### config.mk
export PLATFORM = sky130hd
export DESIGN_NAME = instr_fetch_unit
export DESIGN_NICKNAME = d
export VERILOG_FILES = /design/src/rtl/instr_fetch_unit.sv
export SDC_FILE = /design/constraint.sdc
export NUM_CORES = 1
export LEC_CHECK = 0
export CAP_MARGIN = 20
export CELL_PAD_IN_SITES_DETAIL_PLACEMENT = 0
export CELL_PAD_IN_SITES_GLOBAL_PLACEMENT = 2
export CORE_MARGIN = 2
export CORE_UTILIZATION = 24
export CTS_CLUSTER_SIZE = 40
export DETAILED_ROUTE_END_ITERATION = 6
export PLACE_DENSITY_LB_ADDON = 0.1
export SLEW_MARGIN = 40
export SYNTH_ARGS = -nofsm -noshare
export SYNTH_HDL_FRONTEND = slang
export SYNTH_SLANG_ARGS = --single-unit
### constraint.sdc
create_clock -name clk -period 2.8 [get_ports clk]
set_clock_uncertainty 0.2 [all_clocks]
set_input_delay 0.7 -clock clk [delete_from_list [all_inputs] [get_ports clk]]
set_output_delay 0.7 -clock clk [all_outputs]
set_load 0.1 [all_outputs]
### src/rtl/instr_fetch_unit.sv
// Instruction fetch unit: owns the program counter, drives the program-memory
// read address, captures the returned word into the instruction register and
// exposes its opcode / register-select fields. A three-state FSM (idle, run,
// done) sequences start, stall, jump, halt and end-of-program handling, and a
// saturating counter tracks how many instructions have been issued.
module instr_fetch_unit #(
  parameter int ADDR_W    = 5,
  parameter int INS_W     = 6,
  parameter int OPC_W     = 4,
  parameter int REG_W     = 2,
  parameter int LAST_ADDR = 31,
  parameter int WRAP      = 0,
  parameter int CNT_W     = 8
) (
  input  logic              clk,
  input  logic              rst,
  input  logic              start,
  input  logic              stall,
  input  logic              jump_en,
  input  logic [ADDR_W-1:0] jump_addr,
  input  logic              halt,
  input  logic [INS_W-1:0]  mem_data,
  output logic [ADDR_W-1:0] mem_addr,
  output logic [INS_W-1:0]  ir,
  output logic [OPC_W-1:0]  opcode,
  output logic [REG_W-1:0]  reg_sel,
  output logic              ins_valid,
  output logic              running,
  output logic              done,
  output logic [CNT_W-1:0]  ins_count
);

  typedef enum logic [1:0] {
    st_idle = 2'd0,
    st_run  = 2'd1,
    st_done = 2'd2
  } state_t;

  localparam logic [ADDR_W-1:0] pc_zero = {ADDR_W{1'b0}};
  localparam logic [ADDR_W-1:0] pc_one  = ADDR_W'(1);
  localparam logic [ADDR_W-1:0] pc_last = ADDR_W'(LAST_ADDR);
  localparam logic [CNT_W-1:0]  cnt_one = CNT_W'(1);
  localparam logic [CNT_W-1:0]  cnt_max = {CNT_W{1'b1}};

  state_t              state_r, state_s;
  logic [ADDR_W-1:0]   pc_r, pc_s;
  logic [INS_W-1:0]    ir_r, ir_s;
  logic                valid_r, valid_s;
  logic [CNT_W-1:0]    cnt_r, cnt_s;

  // Saturating increment: the counter sticks at all-ones instead of wrapping.
  function automatic logic [CNT_W-1:0] sat_inc(input logic [CNT_W-1:0] value);
    logic [CNT_W-1:0] result;
    if (value == cnt_max) begin
      result = cnt_max;
    end else begin
      result = value + cnt_one;
    end
    return result;
  endfunction

  // Next-state logic: FSM transitions plus PC / IR / counter updates.
  always_comb begin
    state_s = state_r;
    pc_s    = pc_r;
    ir_s    = ir_r;
    valid_s = 1'b0;
    cnt_s   = cnt_r;
    case (state_r)
      st_idle: begin
        // PC is pinned to 0; the start edge itself does not fetch.
        pc_s = pc_zero;
        if (start) begin
          state_s = st_run;
        end else begin
          state_s = st_idle;
        end
      end
      st_run: begin
        if (halt) begin
          state_s = st_done;
        end else if (jump_en) begin
          // Word at the old PC is dropped; the jump wins over stall.
          pc_s = jump_addr;
        end else if (stall) begin
          pc_s = pc_r;
        end else begin
          ir_s    = mem_data;
          valid_s = 1'b1;
          cnt_s   = sat_inc(cnt_r);
          if (pc_r == pc_last) begin
            if (WRAP != 0) begin
              pc_s = pc_zero;
            end else begin
              pc_s    = pc_r;
              state_s = st_done;
            end
          end else begin
            // Targets beyond the last address count up modulo 2^ADDR_W.
            pc_s = pc_r + pc_one;
          end
        end
      end
      st_done: begin
        // Terminal until reset; start is ignored here.
        state_s = st_done;
      end
      default: begin
        state_s = st_idle;
        pc_s    = pc_zero;
      end
    endcase
  end

  // State register with synchronous reset overriding every other input.
  always_ff @(posedge clk) begin
    if (rst) begin
      state_r <= st_idle;
      pc_r    <= pc_zero;
      ir_r    <= {INS_W{1'b0}};
      valid_r <= 1'b0;
      cnt_r   <= {CNT_W{1'b0}};
    end else begin
      state_r <= state_s;
      pc_r    <= pc_s;
      ir_r    <= ir_s;
      valid_r <= valid_s;
      cnt_r   <= cnt_s;
    end
  end

  assign mem_addr  = pc_r;
  assign ir        = ir_r;
  assign opcode    = ir_r[INS_W-1:REG_W];
  assign reg_sel   = ir_r[REG_W-1:0];
  assign ins_valid = valid_r;
  assign ins_count = cnt_r;
  assign running   = (state_r == st_run);
  assign done      = (state_r == st_done);

endmodule

# ---- Word level (Yosys, flattened, before mapping)
# Cells that the tools add are included.
dict set report op_classes {
  n_addsub 2
  mux 13
  n_bitwise 5
  reduce_logical 5
  eq_ne 10
}
# operator count
set op_table {}
lappend op_table {{5-bit two-way mux} 4}
lappend op_table {{3-bit != test, second input constant} 4}
lappend op_table {{5-bit case mux with 2 select lines} 1}
lappend op_table {{8-bit by 1-bit adder with 8-bit output, second input constant} 1}
lappend op_table {{8-bit equality test, second input constant} 1}
lappend op_table {{2-bit two-way mux} 4}
lappend op_table {{8-bit two-way mux} 1}
lappend op_table {{4-bit AND reduction} 2}
lappend op_table {{2-bit case mux with 3 select lines} 1}
lappend op_table {{5-bit by 1-bit adder with 5-bit output, second input constant} 1}
lappend op_table {{5-bit equality test, second input constant} 1}
lappend op_table {{1-bit inverter} 5}
lappend op_table {{4-bit OR reduction} 1}
lappend op_table {{3-bit by 2-bit != test with 1-bit output, second input constant} 1}
lappend op_table {{3-bit AND reduction} 1}
lappend op_table {{2-bit by 1-bit equality test with 1-bit output, second input constant} 1}
lappend op_table {{2-bit equality test, second input constant} 1}
lappend op_table {{2-bit zero test} 1}
lappend op_table {{1-bit two-way mux} 2}
lappend op_table {{2-bit != test, second input constant} 1}
dict set report totals {
  word_cells 40
  inputBits 17
  reg_bits 22
  out_inout_bits 28
}

# ---- Depth between registers and ports, before layout
# Gate-level depths: netlist (run 1).
dict set report logic_depth {
  word_depth 6
  ltp_mapped 7
  mapped_depth_nobuf 7
}

# ---- Worst setup path before layout (run 1)
# No wires, ideal clock.
dict set report synth_timing {
  path_kind {reg2reg}
  start {register state_r[1]}
  end {register cnt_r[5] (netlist: ins_count[5])}
  path_buffers 1
  period_less_slack_ns 2.696
  t_arrival_ns 2.364
  setup_time_ns 0.132
  path_stages_with_launch 8
  required_time_ns 2.468
  path_slack_ns 0.104
  cell_sequence {dfxtp_1 -> inv_1 -> ha_1 -> or4b_4 -> buf_6 -> nor3_4 -> xnor2_1 -> a21oi_1}
}
dict set report synth_between {
  elab_chain_len 2
}
# element line_no
set synth_rtl {}
lappend synth_rtl {{start, declared} 45} ;# state_t state_r, state_s;
lappend synth_rtl {{start signal, assigned} 118} ;# state_r <= st_idle;
lappend synth_rtl {{start signal, assigned} 124} ;# state_r <= state_s;
lappend synth_rtl {{2-bit by 1-bit equality test with 1-bit output} n/a}
lappend synth_rtl {{named net running} 28} ;# output logic running,
lappend synth_rtl {{4-bit AND reduction (no line)} n/a}
lappend synth_rtl {{end signal, assigned} 122} ;# cnt_r <= {CNT_W{1'b0}};
lappend synth_rtl {{end signal, assigned} 128} ;# cnt_r <= cnt_s;
lappend synth_rtl {{end, declared} 49} ;# logic [CNT_W-1:0] cnt_r, cnt_s;
# The timed path passes the listed nets, and every way through them passes these cells.
# A chain may end at the register's enable or synchronous reset.

# ---- Worst setup path in the final report (run 1)
dict set report layout_timing {
  start {input jump_en}
  end {register cnt_r[7] (netlist: ins_count[7])}
}
dict set report layout_between {
  elab_chain_len 2
}
# element line_no
set layout_rtl {}
lappend layout_rtl {{start, declared} 19} ;# input logic jump_en,
lappend layout_rtl {{1-bit inverter (no line)} n/a}
lappend layout_rtl {{4-bit AND reduction (no line)} n/a}
# Every way passes these cells.

==> results of run 1 <==
logic make-up after synthesis:
| logic type | synth area share (%) |
|---|---|
| and+or+nand+nor | 28.1 |
| xor gates and xnor gates | 1.50 |
| adders and majority gates | 7.52 |
| muxes | 2.58 |
| DFF | 37.8 |
| AOI/OAI and AO/OA | 15.3 |
| buffers and inverters | 7.20 |
layer usage:
metal / vias up / share of wire, % / track usage (%)
li1: 559 / - / -
met2: 31 / 50 / 20.0
met3: 2 / 6.4 / 2.19
met4: 0 / 0.94 / 4.24
met5: - / 0 / 0
met1: 508 / 42 / 14.6
area by class of cell:
type / count / share of cell area (%)
clock buffers: 4 / 3.36
inverters: 2 / 0.459
multi-input cells: 103 / 39.1
flip-flops and latches: 22 / 26.9
well taps: 54 / 4.13
repair buffers: 48 / 26.0
through the flow:
step,area (sq um),power (mW),util (%)
floorplan,1160,0.461,-
global route,1640,0.784,34.9
CTS,1640,0.762,34.9
global placement,1580,0.521,33.7
finish,1640,0.745,34.9
detailed placement,1580,0.523,33.7
worst min-delay path: stages, from the launching register on:
cell     delay [ps]
dfxtp_1         330
nand2_1          60
a21oi_1          60
registers in the layout, indices dropped and copies added, names as in the netlist:
signal and count:
ins_count 8, state_r 2, ins_valid 1, ir 6, mem_addr 5
where the power goes:
part           switching, mW  internal (mW)  leakage (nW)
registers            0.00872          0.321         0.178
logic                  0.118         0.0656         0.467
clock network          0.106          0.125        0.0288
total                  0.233          0.512         0.673
cell usage in the layout, fill, tap and decap left out, drive strengths merged, types with 2 or more instances in the layout:
master,count
buf,32
dfxtp,22
nand2,21
a21oi,19
clkdlybuf4s50,16
nor2,10
nor3,9
ha,7
nand3,5
clkbuf,4
mux2i,3
inv,2
and3,2
or2b,2
o21ba,2
or3b,2
a211oi,2
xnor2,2
o21ai,2
worst min path at each step:
stage,cells after the start,slack (ps),to,startpoint
6_report,2,290,ir[2],ir[2]
5_1_grt,2,310,ir[2],ir[2]
4_1_cts,2,290,ir[2],ir[2]
3_5_place_dp,2,280,ir[2],ir[2]
3_3_place_gp,2,260,ir[4],ir[4]
2_1_floorplan,2,270,state_r[0],state_r[0]
==> impl_metrics.ini, run 1 <==
[sta]
rsz0062_at_grt = false
final-setup-viol-count = 0
fmax_mhz = 423
worstMarginPinSlew_ps = 584
finalHoldViolations = 0
finalCriticalPeriod_ps = 2360
tns_ps = 0
worst_hold_slack_ps = 286
slew_headroom_pct = 60.8
maxSlewViolCount = 0
fin_crit_sh_pct = 84.4
setup_slack_ps = 437

[drt]
wirelength_mm = 3.09
drt_iter0_markers = 55
vias = 1100
wire_per_inst_um = 13.2
drc = 0
first_pass_iters = 4
detail-route-antenna-nets = 0
viasPerCell = 4.72

[critical_path]
max_stage_delay_ps = 640
r2r-start = mem_addr[0]
regToRegSetupSlack_ps = 570
cp_cell_sequence = clkdlybuf4s50_1, or4b_4, nor3_1, and3b_1, nor3_1
crit_path_frequent_cell = nor3_1
crit_start = jump_en
cp_slowest_cell = or4b_4
path_max_fanout = 7
crit_end = ins_count[7]
critPathKind = in -> reg
worstSetupStartpointType = input pin
crit_family = simple AND/OR/NAND/NOR gates
cp-end-kind = flip-flop
cp.required_ps = 2760
path_depth = 5
worstReg2RegEnd = mem_addr[1]
cp.arrival_ps = 2320
critPathBufInv = 1
worstRegToRegCells = 7

[yosys]
async_flop_share_pct = 0
synth.ff_latch_count = 22
synth_cells = 139
synth_top_area_cell = dfxtp_1
yosys.cell_count.top_type = dfxtp_1
synth_ff_type = dfxtp_1
ys_top_cells_by_area = dfxtp_1 (38%), a21oi_1 (8.2%), ha_1 (7.5%), nand2_1 (6.8%), buf_4 (3.9%)
yosysWarningCount = 0
synth_fp_nets = 163
yosys.area.top_type_share_pct = 37.8
synth-edff-count = 0
synth_area_per_cell_sq_um = 8.38
synth-seq-area-share_pct = 37.8
synth.cell_area_sq_mm = 0.00116
yosys-top-cells-count = dfxtp_1 (22), nand2_1 (21), a21oi_1 (19)
ys_types = 37

[floorplan]
io_pins = 45
die_w_um = 73.7
core_sq_mm = 0.00469
dieArea_sq_mm = 0.00543
fp.dieH_um = 73.7
core.rowCount = 25
start_util_pct = 24.8

[layout]
fin_nets = 204
antennaDiodeCount = 0
final_cells = 233
fill_cells = 498
syn_to_final_growth_pct = 40.5
drive_gt1_share_pct = 24.6
multiInputGateArea_sq_um = 641
regArea_sq_um = 440

[clock_network]
cts_resized = 0
cts.clk_slew.worst_paths_ps = 80
cts_setup_buffers = 0
cts_hold_buf = 0
htreeDepth = 1
cts_buffer_depth = 2
cts_buffers = 3
clockRootBuffer = clkbuf_8
clock_sinks = 22
cts_tree = built
clk-insertion-delay-late_ps = 260

[global_routing]
grt_pass1_vias = 1033
grt.total_usage_pct = 11.7
grt_pass1_wl_mm = 4.94
antenna_found_initial = 0
overflow = 0
grt_max_degree = 15

[outcome]
status = complete, no violations

[worst_hold_path]
hp-class = reg -> reg

[power]
leakage_nw = 0.673
p_per_area_mw_per_mm2 = 455
ir_drop_mv = 0.155

[placed_design]
pre_cts_slack_ps = 166
dp_cells = 229
io_buffers = 44
gp_congestion = 0.725
hpwlAfterDp_mm = 2.34

[job]
cap_violations = 0
(Power assumes the default switching activity.)
==> run 2, diff against run 1 <==
--- a/config.mk
+++ b/config.mk
@@ -9,7 +9,7 @@
 export CELL_PAD_IN_SITES_DETAIL_PLACEMENT = 0
 export CELL_PAD_IN_SITES_GLOBAL_PLACEMENT = 2
 export CORE_MARGIN = 2
-export CORE_UTILIZATION = 24
+export CORE_UTILIZATION = 21
 export CTS_CLUSTER_SIZE = 40
 export DETAILED_ROUTE_END_ITERATION = 6
 export PLACE_DENSITY_LB_ADDON = 0.1
==> constraint.sdc (replaced) <==
create_clock -name clk -period 1.9 [get_ports clk]
set_clock_uncertainty 0.2 [all_clocks]
set_input_delay 0.475 -clock clk [delete_from_list [all_inputs] [get_ports clk]]
set_output_delay 0.475 -clock clk [all_outputs]
set_load 0.1 [all_outputs]
==> run 2 against run 1 <==
Sequential share of layout area down 5.4 points. First-iteration DRC count fell by 45%. Sequential power increased by 48%. Global-route usage down 0.60 points. Design area grew 38%. Total power increased by 52%. Critical path type is now reg -> out. Largest cell class is now non-clock buffers. Largest power group unchanged.
==> impl_metrics.ini, run 2 (synthesis gave the netlist of run 1 again) <==
[floorplan]
io_pins = 45
start_util_pct = 21.4
core.rowCount = 27
die_w_um = 78.5
dieArea_sq_mm = 0.00616
fp.dieH_um = 78.5
core_sq_mm = 0.00544

[power]
p_per_area_mw_per_mm2 = 501
clkPwrFrac_pct = 26.2
power_mw = 1.13
leakage_nw = 0.860
p_sw_uw = 365
pwr-share-comb_pct = 30.6
switching_share_pct = 32.3
ir_drop_mv = 0.242
power_frac_seq_pct = 43.2
p_int_uw = 765

[critical_path]
cp-end-kind = output pin
worstSetupStartpointType = flip-flop
cp.required_ps = 1220
cp.arrival_ps = 1180
r2r-start = mem_addr[1]
critPathKind = reg -> out
worstRegToRegCells = 7
worstReg2RegEnd = mem_addr[1]
regToRegSetupSlack_ps = 60
path_max_fanout = 6

[layout]
largest_register_ffs = 8
final_common_cell = buf_12
fin_nets = 221
antennaDiodeCount = 0
syn_to_final_growth_pct = 93.7
final_area_sq_mm = 0.00226
most-common-layout-cells = buf_12 (28), nand2_1 (21), buf_4 (20)
drive_gt1_share_pct = 49.7

[global_routing]
antenna_found_initial = 0
grt_max_degree = 13
grt_pass1_vias = 1222
grt.total_usage_pct = 11.1
grt_pass1_wl_mm = 5.52
overflow = 0

[clock_network]
clockRootBuffer = clkbuf_8
cts.clk_slew.worst_paths_ps = 80
cts_tree = built
cts_buffer_depth = 2
cts_buffers = 3
htreeDepth = 1
clock_sinks = 22
clk-insertion-delay-late_ps = 260

[drt]
viasPerCell = 4.40
vias = 1174
drc = 0
drt_iter0_markers = 30
first_pass_iters = 4
wirelength_mm = 3.31
wire_per_inst_um = 12.4
detail-route-antenna-nets = 0

[placed_design]
gp_congestion = 0.769
dpl_cell_area_sq_mm = 0.00217
hpwlAfterDp_mm = 2.64
io_buffers = 44
pre_cts_slack_ps = -457

[worst_hold_path]
whs_path_depth = 1
hp-start = ins_count[0]
min_to = ins_count[0]
hp-class = reg -> reg

[outcome]
status = complete, no violations

[sta]
fmax_mhz = 539
slew_headroom_pct = 80.3
maxSlewViolCount = 0
setup_slack_ps = 44.8
rsz0062_at_grt = true
finalHoldViolations = 0
finalCriticalPeriod_ps = 1860
final-setup-viol-count = 0
tns_ps = 0
worstMarginPinSlew_ps = 294
fin_crit_sh_pct = 97.6
worst_hold_slack_ps = 288

[job]
cap_violations = 0
[run 2: cell types whose count changed in the layout (fill, tap and decap cells not counted), sizes merged]
cell	change
clkdlybuf4s50	-3
buf	+17
dlygate4sd2	+3
clkbuf	-1
[run 2: stage by stage]
stage / instances / util (%)
final: 267 / 41.5
after global routing: 267 / 41.5
after CTS: 266 / 41.1
after detailed placement: 264 / 40.0
after global placement: 264 / 40.0
after floorplan: 139 / -
[run 2: how the worst max path moves through the flow]
stage	from	to	slack [ps]
floorplan	state_r[1]	ins_count[5]	-150
global placement	jump_en	ins_count[7]	-420
detailed placement	jump_en	ins_count[7]	-460
CTS	state_r[0]	done	6
global route	state_r[1]	ir[4]	-30
finish	state_r[1]	running	40
[run 2: critical path, cell delays in order, from the launching register on]
cell and delay [ps]:
dfxtp_2 360, inv_2 60, ha_4 170, buf_4 160, buf_12 160
[run 2: final cells by class]
| cell class | instances | area, sq um |
|---|---|---|
| sequential | 22 | 484 |
| tap | 72 | 90.1 |
| clock buffer | 3 | 41.3 |
| timing repair buffer | 65 | 878 |
| multi-input combinational | 103 | 754 |
| fill | 530 | 3180 |
| inverter | 2 | 7.51 |
[run 2: metal layers]
metal  GRT usage, %  part of all wire, %
met1           13.6                   43
met2           19.7                   51
met3           2.41                  5.8
met4           3.16                 0.45
met5              0                    0
[run 2: repair_timing]
item | in CTS | in global routing
pin swaps | 2 | 3
hold buffers | 0 | 0
endpoints found under the setup margin | 13 | 12
resized for setup | 10 | 4
buffers inserted | 0 | 1
[run 2: power groups by stage]
stage | sequential, mW | clock (mW) | combinational [mW]
CTS | 0.488 | 0.321 | 0.343
global route | 0.491 | 0.331 | 0.369
finish | 0.488 | 0.297 | 0.345
global placement | 0.499 | 0 | 0.341
floorplan | 0.545 | 0 | 0.147
detailed placement | 0.499 | 0 | 0.344
